--- config.mk ---
export PLATFORM = sky130hd
export DESIGN_NAME = alu_req_arbiter
export DESIGN_NICKNAME = d
export VERILOG_FILES = /design/src/rtl/alu_arb_pkg.sv /design/src/rtl/alu_rr_pick.sv /design/src/rtl/alu_req_arbiter.sv
export SDC_FILE = /design/constraint.sdc
export NUM_CORES = 1
export LEC_CHECK = 0
export CAP_MARGIN = 20
export CORE_MARGIN = 3
export CORE_UTILIZATION = 45
export CTS_CLUSTER_DIAMETER = 150
export DETAILED_ROUTE_END_ITERATION = 10
export PLACE_DENSITY_LB_ADDON = 0.2
export REMOVE_ABC_BUFFERS = 1
export SLEW_MARGIN = 30
export SYNTH_ARGS = -nofsm -noshare
export SYNTH_HDL_FRONTEND = slang
export SYNTH_SLANG_ARGS = --single-unit
--- constraint.sdc ---
create_clock -name clk -period 3.8 [get_ports clk]
set_input_delay 0.76 -clock clk [delete_from_list [all_inputs] [get_ports clk]]
set_output_delay 0.76 -clock clk [all_outputs]
set_load 0.05 [all_outputs]
--- src/rtl/alu_arb_pkg.sv ---
`default_nettype none
// ----------------------------------------------------------------------------
// Module   : alu_arb_pkg
// Purpose  : Shared state encoding and ALU op codes for the ALU request arbiter.
// Revision : 1.0  initial release
// ----------------------------------------------------------------------------
package alu_arb_pkg;

   typedef enum logic [2:0] {
      IDLE      = 3'd0,
      ISSUE     = 3'd1,
      WAIT_BUSY = 3'd2,
      WAIT_DONE = 3'd3,
      WAIT_RDY  = 3'd4
   } arb_state_e;

   localparam logic [2:0] NO_OP  = 3'b000;
   localparam logic [2:0] ADD_OP = 3'b001;
   localparam logic [2:0] AND_OP = 3'b010;
   localparam logic [2:0] XOR_OP = 3'b011;
   localparam logic [2:0] MUL_OP = 3'b100;
   localparam logic [2:0] RST_OP = 3'b111;

   // Only arithmetic/logic ops return a result and raise ALU done.
   function automatic logic has_result(input logic [2:0] op);
      return (op >= ADD_OP) && (op <= MUL_OP);
   endfunction

endpackage
`default_nettype wire

--- src/rtl/alu_rr_pick.sv ---
`default_nettype none
// ----------------------------------------------------------------------------
// Module   : alu_rr_pick
// Purpose  : Round-robin picker: first asserted request at/after the pointer.
// Revision : 1.0  initial release
// ----------------------------------------------------------------------------
module alu_rr_pick #(
   parameter  int NUM_REQ = 4,
   localparam int IDW     = $clog2(NUM_REQ)
) (
   input  logic [IDW-1:0]     ptr_i,
   input  logic [NUM_REQ-1:0] req_i,
   output logic [IDW-1:0]     grant_o,
   output logic               any_o
);

   localparam int IW1 = IDW + 1;

   logic [IW1-1:0] w_idx;

   // Scan from the farthest offset down so the nearest request wins last.
   always_comb begin
      grant_o = ptr_i;
      w_idx   = '0;
      for (int k = NUM_REQ - 1; k >= 0; k--) begin
         w_idx = {1'b0, ptr_i} + IW1'(k);
         if (w_idx >= IW1'(NUM_REQ)) begin
            w_idx = w_idx - IW1'(NUM_REQ);
         end
         if (req_i[w_idx[IDW-1:0]]) begin
            grant_o = w_idx[IDW-1:0];
         end
      end
   end

   assign any_o = |req_i;

endmodule
`default_nettype wire

--- src/rtl/alu_req_arbiter.sv ---
`default_nettype none
// ----------------------------------------------------------------------------
// Module   : alu_req_arbiter
// Purpose  : Shares one ALU among NUM_REQ requesters, round-robin, one op in
//            flight, result routed to the owner, watchdog on hung ALU.
// Revision : 1.0  initial release
// ----------------------------------------------------------------------------
module alu_req_arbiter
   import alu_arb_pkg::*;
#(
   parameter int NUM_REQ      = 4,
   parameter int OP_WIDTH     = 8,
   parameter int RESULT_WIDTH = 16,
   parameter int TIMEOUT      = 64
) (
   input  logic                        clk,
   input  logic                        rst,
   input  logic [NUM_REQ-1:0]          req_valid_i,
   input  logic [3*NUM_REQ-1:0]        req_op_i,
   input  logic [OP_WIDTH*NUM_REQ-1:0] req_a_i,
   input  logic [OP_WIDTH*NUM_REQ-1:0] req_b_i,
   output logic [NUM_REQ-1:0]          req_ready_o,
   output logic [NUM_REQ-1:0]          rsp_done_o,
   output logic [RESULT_WIDTH-1:0]     rsp_result_o,
   output logic                        alu_valid_o,
   output logic [2:0]                  alu_op_o,
   output logic [OP_WIDTH-1:0]         alu_a_o,
   output logic [OP_WIDTH-1:0]         alu_b_o,
   input  logic                        alu_ready_i,
   input  logic                        alu_done_i,
   input  logic [RESULT_WIDTH-1:0]     alu_result_i,
   output logic                        busy_o,
   output logic [$clog2(NUM_REQ)-1:0]  grant_id_o,
   output logic                        timeout_err_o
);

   localparam int                 IDW     = $clog2(NUM_REQ);
   localparam int                 WDW     = (TIMEOUT > 2) ? $clog2(TIMEOUT) : 1;
   localparam logic [IDW-1:0]     LAST_ID = IDW'(NUM_REQ - 1);
   localparam logic [WDW-1:0]     WD_LAST = WDW'(TIMEOUT - 1);
   localparam logic [NUM_REQ-1:0] ONE_HOT = NUM_REQ'(1);

   arb_state_e                state_q;
   logic [IDW-1:0]            ptr_q;
   logic [IDW-1:0]            id_q;
   logic [WDW-1:0]            wd_q;
   logic [2:0]                op_q;
   logic [OP_WIDTH-1:0]       a_q;
   logic [OP_WIDTH-1:0]       b_q;
   logic                      alu_valid_q;
   logic [NUM_REQ-1:0]        req_ready_q;
   logic [NUM_REQ-1:0]        rsp_done_q;
   logic [RESULT_WIDTH-1:0]   rsp_result_q;
   logic                      busy_q;
   logic                      timeout_err_q;

   logic [IDW-1:0]            w_gnt;
   logic                      w_any;
   logic [2:0]                w_op;
   logic [OP_WIDTH-1:0]       w_a;
   logic [OP_WIDTH-1:0]       w_b;

   alu_rr_pick #(
      .NUM_REQ (NUM_REQ)
   ) u_pick (
      .ptr_i   (ptr_q),
      .req_i   (req_valid_i),
      .grant_o (w_gnt),
      .any_o   (w_any)
   );

   always_comb begin
      w_op = '0;
      w_a  = '0;
      w_b  = '0;
      for (int i = 0; i < NUM_REQ; i++) begin
         if (w_gnt == IDW'(i)) begin
            w_op = req_op_i[3*i +: 3];
            w_a  = req_a_i[OP_WIDTH*i +: OP_WIDTH];
            w_b  = req_b_i[OP_WIDTH*i +: OP_WIDTH];
         end
      end
   end

   always_ff @(posedge clk or negedge rst) begin
      if (!rst) begin
         state_q       <= IDLE;
         ptr_q         <= '0;
         id_q          <= '0;
         wd_q          <= '0;
         op_q          <= '0;
         a_q           <= '0;
         b_q           <= '0;
         alu_valid_q   <= 1'b0;
         req_ready_q   <= '0;
         rsp_done_q    <= '0;
         rsp_result_q  <= '0;
         busy_q        <= 1'b0;
         timeout_err_q <= 1'b0;
      end else begin
         req_ready_q   <= '0;
         rsp_done_q    <= '0;
         timeout_err_q <= 1'b0;
         case (state_q)
            IDLE: begin
               if (alu_ready_i && w_any) begin
                  id_q        <= w_gnt;
                  op_q        <= w_op;
                  a_q         <= w_a;
                  b_q         <= w_b;
                  alu_valid_q <= 1'b1;
                  req_ready_q <= ONE_HOT << w_gnt;
                  busy_q      <= 1'b1;
                  state_q     <= ISSUE;
               end
            end
            ISSUE: begin
               alu_valid_q <= 1'b0;
               ptr_q       <= (id_q == LAST_ID) ? '0 : id_q + IDW'(1);
               wd_q        <= '0;
               state_q     <= WAIT_BUSY;
            end
            default: begin
               wd_q <= wd_q + WDW'(1);
               // An aborted op is not retried; the pointer already moved on.
               if (wd_q == WD_LAST) begin
                  timeout_err_q <= 1'b1;
                  busy_q        <= 1'b0;
                  state_q       <= IDLE;
               end else begin
                  case (state_q)
                     WAIT_BUSY: begin
                        if (!alu_ready_i) begin
                           state_q <= has_result(op_q) ? WAIT_DONE : WAIT_RDY;
                        end
                     end
                     WAIT_DONE: begin
                        if (alu_done_i) begin
                           rsp_done_q   <= ONE_HOT << id_q;
                           rsp_result_q <= alu_result_i;
                           if (alu_ready_i) begin
                              busy_q  <= 1'b0;
                              state_q <= IDLE;
                           end else begin
                              state_q <= WAIT_RDY;
                           end
                        end
                     end
                     WAIT_RDY: begin
                        if (alu_ready_i) begin
                           busy_q  <= 1'b0;
                           state_q <= IDLE;
                        end
                     end
                     default: begin
                        busy_q  <= 1'b0;
                        state_q <= IDLE;
                     end
                  endcase
               end
            end
         endcase
      end
   end

   assign req_ready_o   = req_ready_q;
   assign rsp_done_o    = rsp_done_q;
   assign rsp_result_o  = rsp_result_q;
   assign alu_valid_o   = alu_valid_q;
   assign alu_op_o      = op_q;
   assign alu_a_o       = a_q;
   assign alu_b_o       = b_q;
   assign busy_o        = busy_q;
   assign grant_id_o    = id_q;
   assign timeout_err_o = timeout_err_q;

endmodule
`default_nettype wire

Word level (Yosys, flattened, before mapping)
Index checks and enable logic that the tools add are counted.

storage, ports and cells
  register bits = 59
  input port bits = 100
  output and inout port bits = 48
  word-level logic and storage cells = 118

operators by class
  add/subtract/negate cells = 9
  $lt $le $gt $ge = 10
  equal/unequal tests = 15
  shift operators = 2
  multiplexer cells = 54
  bitwise gates (word level) = 3
  reductions and logical operators = 12

operators by type and width
  kind                 number
  $mux 8               8
  $mux 3               11
  $mux 4               6
  $mux 2               9
  $lt 2x3->1 const B   4
  $pmux 6 s2           1
  $reduce_and 4->1     3
  $mux 1               10
  $ne 5x5->1 const B   2
  $ge 3x3->1 const B   3
  $pmux 3 s3           1
  $bmux 1 s2           4
  $shl 1x2->4 const A  2
  $sub 2x1->2 const B  4
  $add 2x2->3 const B  2
  $add 6x1->6 const B  1
  $eq 2x2->1 const B   3
  $eq 3x2->1 const B   2
  $eq 6x6->1 const B   1
  $pmux 3 s2           1
  $ne 5x3->1 const B   1
  $ne 4x4->1 const B   1
  $pmux 1 s2           2
  $reduce_and 2->1     2
  other kinds (18)     21

Logic depth before layout (Yosys ltp)
Gate-level depths: netlist (run 1).

  depth in word-level cells = 14
  gate-level depth with buffers = 8

Cells and area by module
From an unflattened synthesis (run 1), not the netlist that was laid out.

second synthesis, totals
  cell total of the unflattened synthesis = 264
  area total of the unflattened synthesis = 3175.5 sq um

by module, submodules not included
  module           times used  cells an instance  area an instance (sq um)  seq. area each (sq um)
  alu_req_arbiter  1           248                3075.4                    1476.4
  alu_rr_pick      1           16                 100.1                     0.0

Least setup slack after synthesis (run 1)
No wires, ideal clock.

  path kind = input to register
  start = input req_valid_i[0]
  end = register b_q[0], in the netlist alu_b_o[0]
  arrival time = 2.114 ns
  data required time = 3.673 ns
  slack = 1.558 ns
  stages = 8
  buffers on the path = 3
  cell sequence = buf_2 > and3b_1 > or4_4 > buf_6 > and2_1 > buf_2 > o221ai_2 > o21ai_1

on the way
  cells in the longest elaborated chain, start to end = 11
  elaborated cells on any way between the ends = 23
  classes of those cells = 3 x eq/ne; 16 x mux; 4 x reduce/logical

ends and longest elaborated chain
  what                          RTL line                text
  start: declaration            alu_req_arbiter.sv:18   input logic [NUM_REQ-1:0] req_valid_i,
  $bmux 1 s2                    alu_rr_pick.sv:30       if (req_i[w_idx[IDW-1:0]]) begin
  $mux 1 (not written as such)  alu_rr_pick.sv:30
  $mux 2 (4 in a row)           alu_rr_pick.sv:30
  $logic_not 2->1               alu_req_arbiter.sv:77   if (w_gnt == IDW'(i)) begin
  $mux 8 (4 in a row)           alu_req_arbiter.sv:77
  end signal: assignment        alu_req_arbiter.sv:110  b_q <= w_b;
  end: declaration              alu_req_arbiter.sv:49   logic [OP_WIDTH-1:0] b_q;

Parallel ways exist; a longest one is shown, timed or not. The select of a mux whose other input is x is not followed.
A chain may end at the register's enable or synchronous reset.

Worst setup path in the final report (run 1)
  start = input req_valid_i[3]
  end = register b_q[6], in the netlist alu_b_o[6]

The elaborated chain is that of the path after synthesis.

==> results of run 1 <==
## routing by layer
metal | wire length [µm] | part of all wire [%]
met1 | 4100 | 42
met4 | 242 | 2.5
met3 | 797 | 8.1
met5 | 0 | 0
met2 | 4640 | 47
## where the power goes
part / switching (W) / leakage [nW] / total (W) / internal [W]
Combinational: 0.00149 / 1.21 / 0.00236 / 0.000868
Clock: 0.000246 / 0.0991 / 0.000564 / 0.000317
Sequential: 0.000218 / 0.729 / 0.00111 / 0.000890
Total: 0.00196 / 2.04 / 0.00403 / 0.00207
## kinds of logic (layout without fill, tap and decap cells)
logic type | Yosys count | count (layout) | share of synthesized area, %
buf+inv | 47 | 189 | 6.08
xor+xnor | 3 | 3 | 0.794
fa+ha+maj | 5 | 5 | 1.89
compound gates | 106 | 106 | 22.3
mux | 17 | 17 | 5.78
flops | 59 | 59 | 44.6
simple gates | 114 | 114 | 18.5
## stage by stage
| stage | setup WS, ns | power [W] | instance area, µm² | utilization [%] | instances |
|---|---|---|---|---|---|
| after global placement | 0.778 | 0.00342 | 4820 | 69.4 | 573 |
| after detailed placement | 0.673 | 0.00348 | 4820 | 69.4 | 573 |
| final | 1.02 | 0.00403 | 5020 | 72.3 | 589 |
| after CTS | 1.03 | 0.00405 | 5010 | 72.1 | 589 |
| after floorplan | 1.47 | 0.00263 | 3180 | - | 324 |
| after global routing | 0.818 | 0.00427 | 5020 | 72.3 | 589 |
## path summary, 6_finish.rpt
path,startpoint,end,slack [ns],depth (start not counted)
worst max-delay path,req_valid_i[3],alu_b_o[6],1.02,6
worst min-delay path,rst,rsp_result_o[15],0.39,1
worst max register to register,ptr_q[0],alu_a_o[5],1.57,5
worst min register to register,alu_a_o[0],alu_a_o[0],0.49,2
max in group asynchronous,rst,alu_b_o[4],2.75,2
min in group clk,alu_a_o[0],alu_a_o[0],0.49,2
## flip-flops by register name (all words and copies together) (netlist names)
signal and flops:
alu_op_o 3, busy_o 1, state_q 3, rsp_result_o 16, ptr_q 2, wd_q 6, alu_a_o 8, alu_b_o 8
grant_id_o 2, req_ready_o 4, timeout_err_o 1, rsp_done_o 4, alu_valid_o 1
## Yosys cell counts, drive strengths merged
master,instances
clkbuf,15
o31ai,6
o31a,4
a32oi,3
a211oi,5
nor3,6
o21bai,3
nor2b,8
or4,4
inv,20
ha,5
o41a,1
a31oi,12
nand3,6
o41ai,4
a2111oi,1
o21a,1
dfrtp,59
and3b,1
and2,4
mux2,17
a2bb2oi,2
or3,2
a21o,2
o221ai,1
xor2,3
or2,2
o211ai,2
o21ai,30
a221oi,12
buf,12
nand4,24
a21oi,15
nand2,20
and3,2
a22oi,1
o32ai,1
nand2b,2
nand3b,2
nor2,31
## cell type report
class                           count  area [µm²]  share of cell area [%]
Clock buffer                       11         141                    2.82
Tap cell                           96         120                    2.39
Inverter                           20        75.1                    1.50
Sequential cell                    59        1480                    29.4
Clock inverter                      5        52.6                    1.05
Timing Repair Buffer              153        1510                    30.2
Multi-Input combinational cell    245        1640                    32.6
## layout by cell type, fill, tap and decap left out, types with 2 or more instances in the layout
cell type        netlist  routed
a211oi_1               5       5
a21o_1                 2       2
a21oi_1               13      13
a21oi_2                2       2
a221oi_1              12      12
a31oi_1               12      12
a32oi_1                3       3
and2_1                 4       4
and3_1                 2       2
buf_4                  1       7
clkbuf_8               0      10
clkdlybuf4s50_1        0     146
clkinv_2               0       3
dfrtp_1               59      59
ha_1                   5       5
inv_1                 20      20
mux2_2                17      17
nand2_1               19      19
nand2b_1               2       2
nand3_1                6       5
nand3b_1               2       2
nand4_1               24      24
nor2_1                31      31
nor2b_1                8       8
nor3_1                 3       3
nor3_2                 2       2
o211ai_1               2       2
o21ai_0               25      25
o21ai_1                4       4
o21bai_1               3       3
o31a_1                 4       4
o31ai_1                6       6
o41ai_1                3       3
or3_1                  2       2
or4_1                  3       3
xor2_1                 3       3
==> results.md, run 1 <==
- The number of buffers inserted by post-CTS setup repair is 0.
- The mean area per synthesized cell is 9.43 µm².
- In this run, CTS created clock tree buffers numbering 9.
- The first-iteration detailed-routing DRC count is 195.
- Setup repair after global routing left no endpoint under its margin.
- The library cell occupying the most area in the post-synthesis netlist is dfrtp_1.
- Headroom to the max-slew limit came out at between 40% and 50%.
- The first global-routing pass estimated roughly 16000 µm of wire.
- The number of ports placed on the die boundary is between 100 and 150.
- The critical-path maximum fanout is 18.
- The number of fillers in the final layout is slightly above 500.
- The cell family contributing the most delay on the critical path is simple AND/OR/NAND/NOR gates.
- On the final layout, the worst clock skew is between 0.007 and 0.008 ns.
- The number of rows created at floorplan is 30.
- The number of design rule violations left after detail routing is 0.
- The sort of element at the start of the critical path is an input pin.
- The initial antenna violation count is 0.
- Setup violations remaining at the end of the flow were counted as 0.
- The type of destination of the critical path is a flip-flop.
- Entering global routing, the biggest net connects 40 pins.
- The class of the worst hold path is input pin to asynchronous set/reset pin.
- Dividing the detail-routed wire length by the instance count gives about 17 µm.
- The depth of the CTS H-tree is 3.
- The HPWL after detailed placement is around 7400 µm.
- In this run, synthesis produced a sequential element count of 59.
- Of the synthesized area, sequential elements account for between 40% and 50%.
- The clock sink total is between 50 and 60.
- The peak supply drop is 0.000378 V.
- The worst path in the final design needs a cycle of between 2 and 3 ns, including I/O delays and setup.
- Of the cells placed in the final design, the portion with a size suffix greater than 1 is about 11%.
- In the routed layout, each cell is associated on average with a via count of between 5 and 6.
- The total count of hold-check failures in the final report is 0.
- The routing usage on met3 is between 5 and 6%.
- The die is 91.8 µm wide.
- Routability-driven placement finished with a final weighted congestion of around 0.86.
- The combined area of all synthesized cells is between 0.003 and 0.004 mm².
- The maximum single-stage delay on the critical path is 0.61 ns.
- The setup TNS is 0 ns.
- The number of global-route vias before repair is approximately 3300.
- The data arrival time of the critical path is about 3 ns.
- Global routing consumed, on the met2 layer, 38.7% of the routing resources.
- The maximum achievable frequency is between 0.3 and 0.4 GHz.
- The root buffer cell chosen for the clock tree is clkbuf_8.
- The count of buffers from port buffering is roughly 150.
- In this run the biggest area consumer among cell types represents about 45% of the synthesized area.
- After synthesis, the cell types taking the most area are dfrtp_1 45%, mux2_2 5.8%, nand4_1 4.5%.
- For the worst-skew pair, the clock arrives at the later sink with an insertion delay of 0.33 ns.
- For this design the ratio of total power to cell area is between 800 and 900 mW/mm².
- The signal on the critical path passes through clkdlybuf4s50_1, or2_1, a21oi_2, or3_1, a21oi_1, o31ai_1.
- After floorplanning, the core was sized to cover between 0.006 and 0.007 mm².
- The period utilization is between 70% and 80%.
- The critical-path cell with the highest stage delay is or3_1.
- The required time of the worst setup path is 4.04 ns.
- The detail route stage leaves a number of antenna-violating nets equal to 0.
- The number of hold-repair buffers added at the cts stage is 0.
- The die covers about 0.0084 mm².
- The transition time at the pin with the least slew margin is 0.894 ns.
- For this run, global-route usage on met1 was measured as a little under a third.
- Yosys printed 0 warnings.
- Wires add up to ~10000 µm.
- The quantity of gates resized following cts is 0.
- The number of detailed-route iterations in the first pass is 5.
- After the last flow step, the layout net total stands at between 500 and 600.
- The final max-slew violation count is 0.
- The area added between synthesis and finish is 51.5%.
- The antenna diode count is 0.
- The run finished with clean final reports.
- The number of unique standard cell types used by synthesis is between 50 and 60.
- The die boundary height is a little over 90 µm.
- The global routing's busiest layer is met2.
- The CTS tree is built.
- Clock-pin slew was measured on the worst setup and hold paths at ~0.070 ns.
- The longest clock path from root to sink contains 2 buffers.
- Global routing used 23.9% of the available tracks across all layers.
- The initial utilization of the core area, before any placement, comes to 47.7%.
- Synthesis produced 351 cells.
- For this design the static power due to leakage is between 2 and 2.5 nW.
- The worst path buffer plus inverter count is 1.
- Summed over all layers, the global routing overflow is 0.
- The smallest hold slack is about 0.39 ns.
- For this block, the via count after detailed routing is roughly 3400.
- The critical path is of the input pin to flip-flop type.
- Across the run, the number of max-cap violations was 0.
Power figures use the tool's default switching activity.
==> run 2, diff against run 1 <==
--- a/config.mk
+++ b/config.mk
@@ -7,7 +7,7 @@
 export LEC_CHECK = 0
 export CAP_MARGIN = 20
 export CORE_MARGIN = 3
-export CORE_UTILIZATION = 45
+export CORE_UTILIZATION = 42
 export CTS_CLUSTER_DIAMETER = 150
 export DETAILED_ROUTE_END_ITERATION = 10
 export PLACE_DENSITY_LB_ADDON = 0.2
==> constraint.sdc (replaced) <==
create_clock -name clk -period 2.75 [get_ports clk]
set_input_delay 0.55 -clock clk [delete_from_list [all_inputs] [get_ports clk]]
set_output_delay 0.55 -clock clk [all_outputs]
set_load 0.05 [all_outputs]
==> run 2 against run 1 <==
  * Wire length shrank 0.77%
  * Final area increased by 2.0%
  * Cell count is 2.0% higher
  * Sequential power up 38%
  * Largest power group unchanged
  * Hold slack got worse by 0.25 ns
  * Clock skew rose by 0.0020 ns
  * Non-clock buffer count increased by 9
  * Via count is 0.12% higher
  * First-iteration DRC count down 19%
==> results.md, run 2 (same netlist as run 1, synthesis figures left out) <==
- The clock period could shrink to 2.37 ns.
- The area of the multi-input gates is about 0.0016 mm².
- From synthesis to final layout, the design area changed by 54.5%.
- The first global-routing pass estimated between 15000 and 20000 µm of wire.
- The setup TNS is 0 ns.
- The number of CTS-inserted buffers is 9.
- The final max-slew violation count came to 0.
- The worst-case IR drop observed on VDD is around 0.0005 V.
- The critical path is of the input pin to flip-flop type.
- The core region is 0.00745 mm².
- The total count of hold-check failures in the final report is 0.
- Setup repair after global routing left no endpoint under its margin.
- For this design the top-level I/O count stands at around 150.
- The die extent in x is 94.8 µm.
- Routability-driven placement finished with a final weighted congestion of 0.899.
- Once detail routing completed, the nets flagged for antenna violations numbered 0.
- The initial antenna violation count is 0.
- Clock-pin slew was measured on the worst setup and hold paths at roughly 0.070 ns.
- In this run, post-CTS hold repair placed 0 buffers.
- TritonCTS built the clock tree.
- The largest net degree at the start of global routing is 31.
- The clock sink total is ~60.
- The class of the worst hold path is input pin to asynchronous set/reset pin.
- The via density per instance is around 5.6.
- The clock network latency to the later pin of the worst-skew pair is between 0.3 and 0.4 ns.
- The H-tree was split into 3 levels.
- In this run the tool buffered the top-level ports with 147 buffer cells.
- Once detailed placement completed, the half-perimeter wirelength came to between 7000 and 8000 µm.
- The leakage component of the power is 2.09 nW.
- In this run the tightest slew margin relative to its limit is 38.4%.
- The die boundary height is roughly 95 µm.
- The worst setup path is launched from an input pin.
- The clock root buffer master is clkbuf_8.
- The first detailed-routing pass took 4 iterations.
- The number of flip-flops under the largest register name is 16.
- At the worst endpoint, the arrival time is roughly 2.6 ns.
- Of all nets on the critical path, the largest fanout is 12.
- For this block, the initial DRC count from the detailed router was between 150 and 200.
- Global routing used around 22% of the available tracks across all layers.
- The maximum achievable frequency is about 0.42 GHz.
- In this run the power density over the cells is between 1000 and 1500 mW/mm².
- The total congestion overflow after global routing is 0.
- The maximum number of buffers from clock root to sink is 2.
- The smallest hold slack is 0.137 ns.
- The run finished with clean final reports.
- Wires add up to 9710 µm.
- After detailed routing, the number of remaining DRC violations is 0.
- The required time of the worst setup path is 3.01 ns.
- Post-CTS timing repair inserted 0 buffers for setup.
- Setup violations remaining at the end of the flow were counted as 0.
- The number of max-cap violations is 0.
- The floorplan step defined a die boundary enclosing approximately 0.009 mm².
- Cells with a size suffix above 1 make up 12.2% of the layout.
- Gates resized during post-CTS repair numbered 0.
- In the layout the commonest cells are 146 x clkdlybuf4s50_1, 59 x dfrtp_1, 31 x nor2_1, 25 x o21ai_0, 24 x nand4_1.
- In the final design database the tool counted approximately 600 nets.
- Clock skew on the completed layout was measured at 0.00922 ns.
- Counting the fill cells in the layout gives 601.
- The transition time at the pin with the least slew margin is 0.921 ns.
- The count of vias placed by the detailed router is around 3400.
- The number of global-route vias before repair is 3293.
- The initial utilization of the core area, before any placement, comes to between 40% and 50%.
- The repair_antennas step left the layout with diodes totalling 0.
- The period utilization is a little under nine tenths.
- Summing all flip-flop and latch instances after layout gives between 0.001 and 0.0015 mm².
- The worst setup path is captured at a flip-flop.
- The floorplan has 31 rows.
- The most common cell after layout, fill and taps aside is clkdlybuf4s50_1.
- After detailed routing, the average wire length per cell comes to 16.1 µm.
## run 2: cell types whose count changed in the layout (fill, tap and decap cells not counted), sizes merged
cell	previous run	this run
buf	7	16
clkinvlp	1	0
clkbuf	11	12
## run 2: area by class of cell
type                            count  share of cell area (%)
Inverter                           20                    1.47
Tap cell                           99                    2.42
Clock inverter                      4                   0.954
Sequential cell                    59                    28.9
Multi-Input combinational cell    245                    31.9
Clock buffer                       12                    3.03
Timing Repair Buffer              162                    31.4
## run 2: routing by layer
metal	global-route usage (%)	up-vias	part of all wire [%]
li1	-	1597	-
met1	25.6	1583	40
met2	36.5	162	48
met3	7.65	15	10
met4	7.57	0	2.0
met5	0	-	0
## run 2: critical path: stages
cell and delay [ns]:
clkdlybuf4s50_1 0.58, nor3_1 0.24, a22oi_1 0.12, nor2_1 0.72, a221oi_1 0.19, a31oi_1 0.22
## run 2: path summary, 6_finish.rpt
path                                startpoint          to  slack (ns)  cells past startpoint
min in group clk                    alu_a_o[3]  alu_a_o[3]        0.49                      2
worst min register to register      alu_a_o[3]  alu_a_o[3]        0.49                      2
worst min-delay path                       rst      busy_o        0.14                      1
max in group asynchronous                  rst  alu_b_o[7]        1.97                      2
worst max register to register        ptr_q[1]  alu_a_o[6]        0.74                      5
worst max-delay path            req_valid_i[0]  alu_a_o[6]        0.38                      6
## run 2: through the flow
step	utilization [%]	instances	power [W]	area (µm²)	setup WS, ns
6_report	68.7	601	0.00567	5120	0.379
5_1_grt	68.7	601	0.00602	5120	0.226
4_1_cts	68.7	601	0.00571	5120	0.401
3_5_place_dp	66.0	585	0.00488	4910	0.0479
3_3_place_gp	66.0	585	0.00482	4910	0.117
2_1_floorplan	-	324	0.00363	3180	0.627
## run 2: power breakdown
part	leakage, nW	total [W]	internal [W]	switching (W)
clock	0.106	0.000802	0.000467	0.000335
combinational	1.26	0.00334	0.00128	0.00207
sequential	0.729	0.00153	0.00123	0.000296
==> run 3, diff against run 2 <==
==> constraint.sdc (replaced) <==
create_clock -name clk -period 2.75 [get_ports clk]
set_input_delay 0.55 -clock clk [delete_from_list [all_inputs] [get_ports clk]]
set_output_delay 0.55 -clock clk [all_outputs]
set_load 0.005 [all_outputs]
==> results of run 3 <==
The final DEF is identical to that of run 2. Status: completed.
Among the figures that moved: total power 0.00567 W -> 0.00464 W; worst IR drop on VDD 0.000505 V -> 0.000374 V
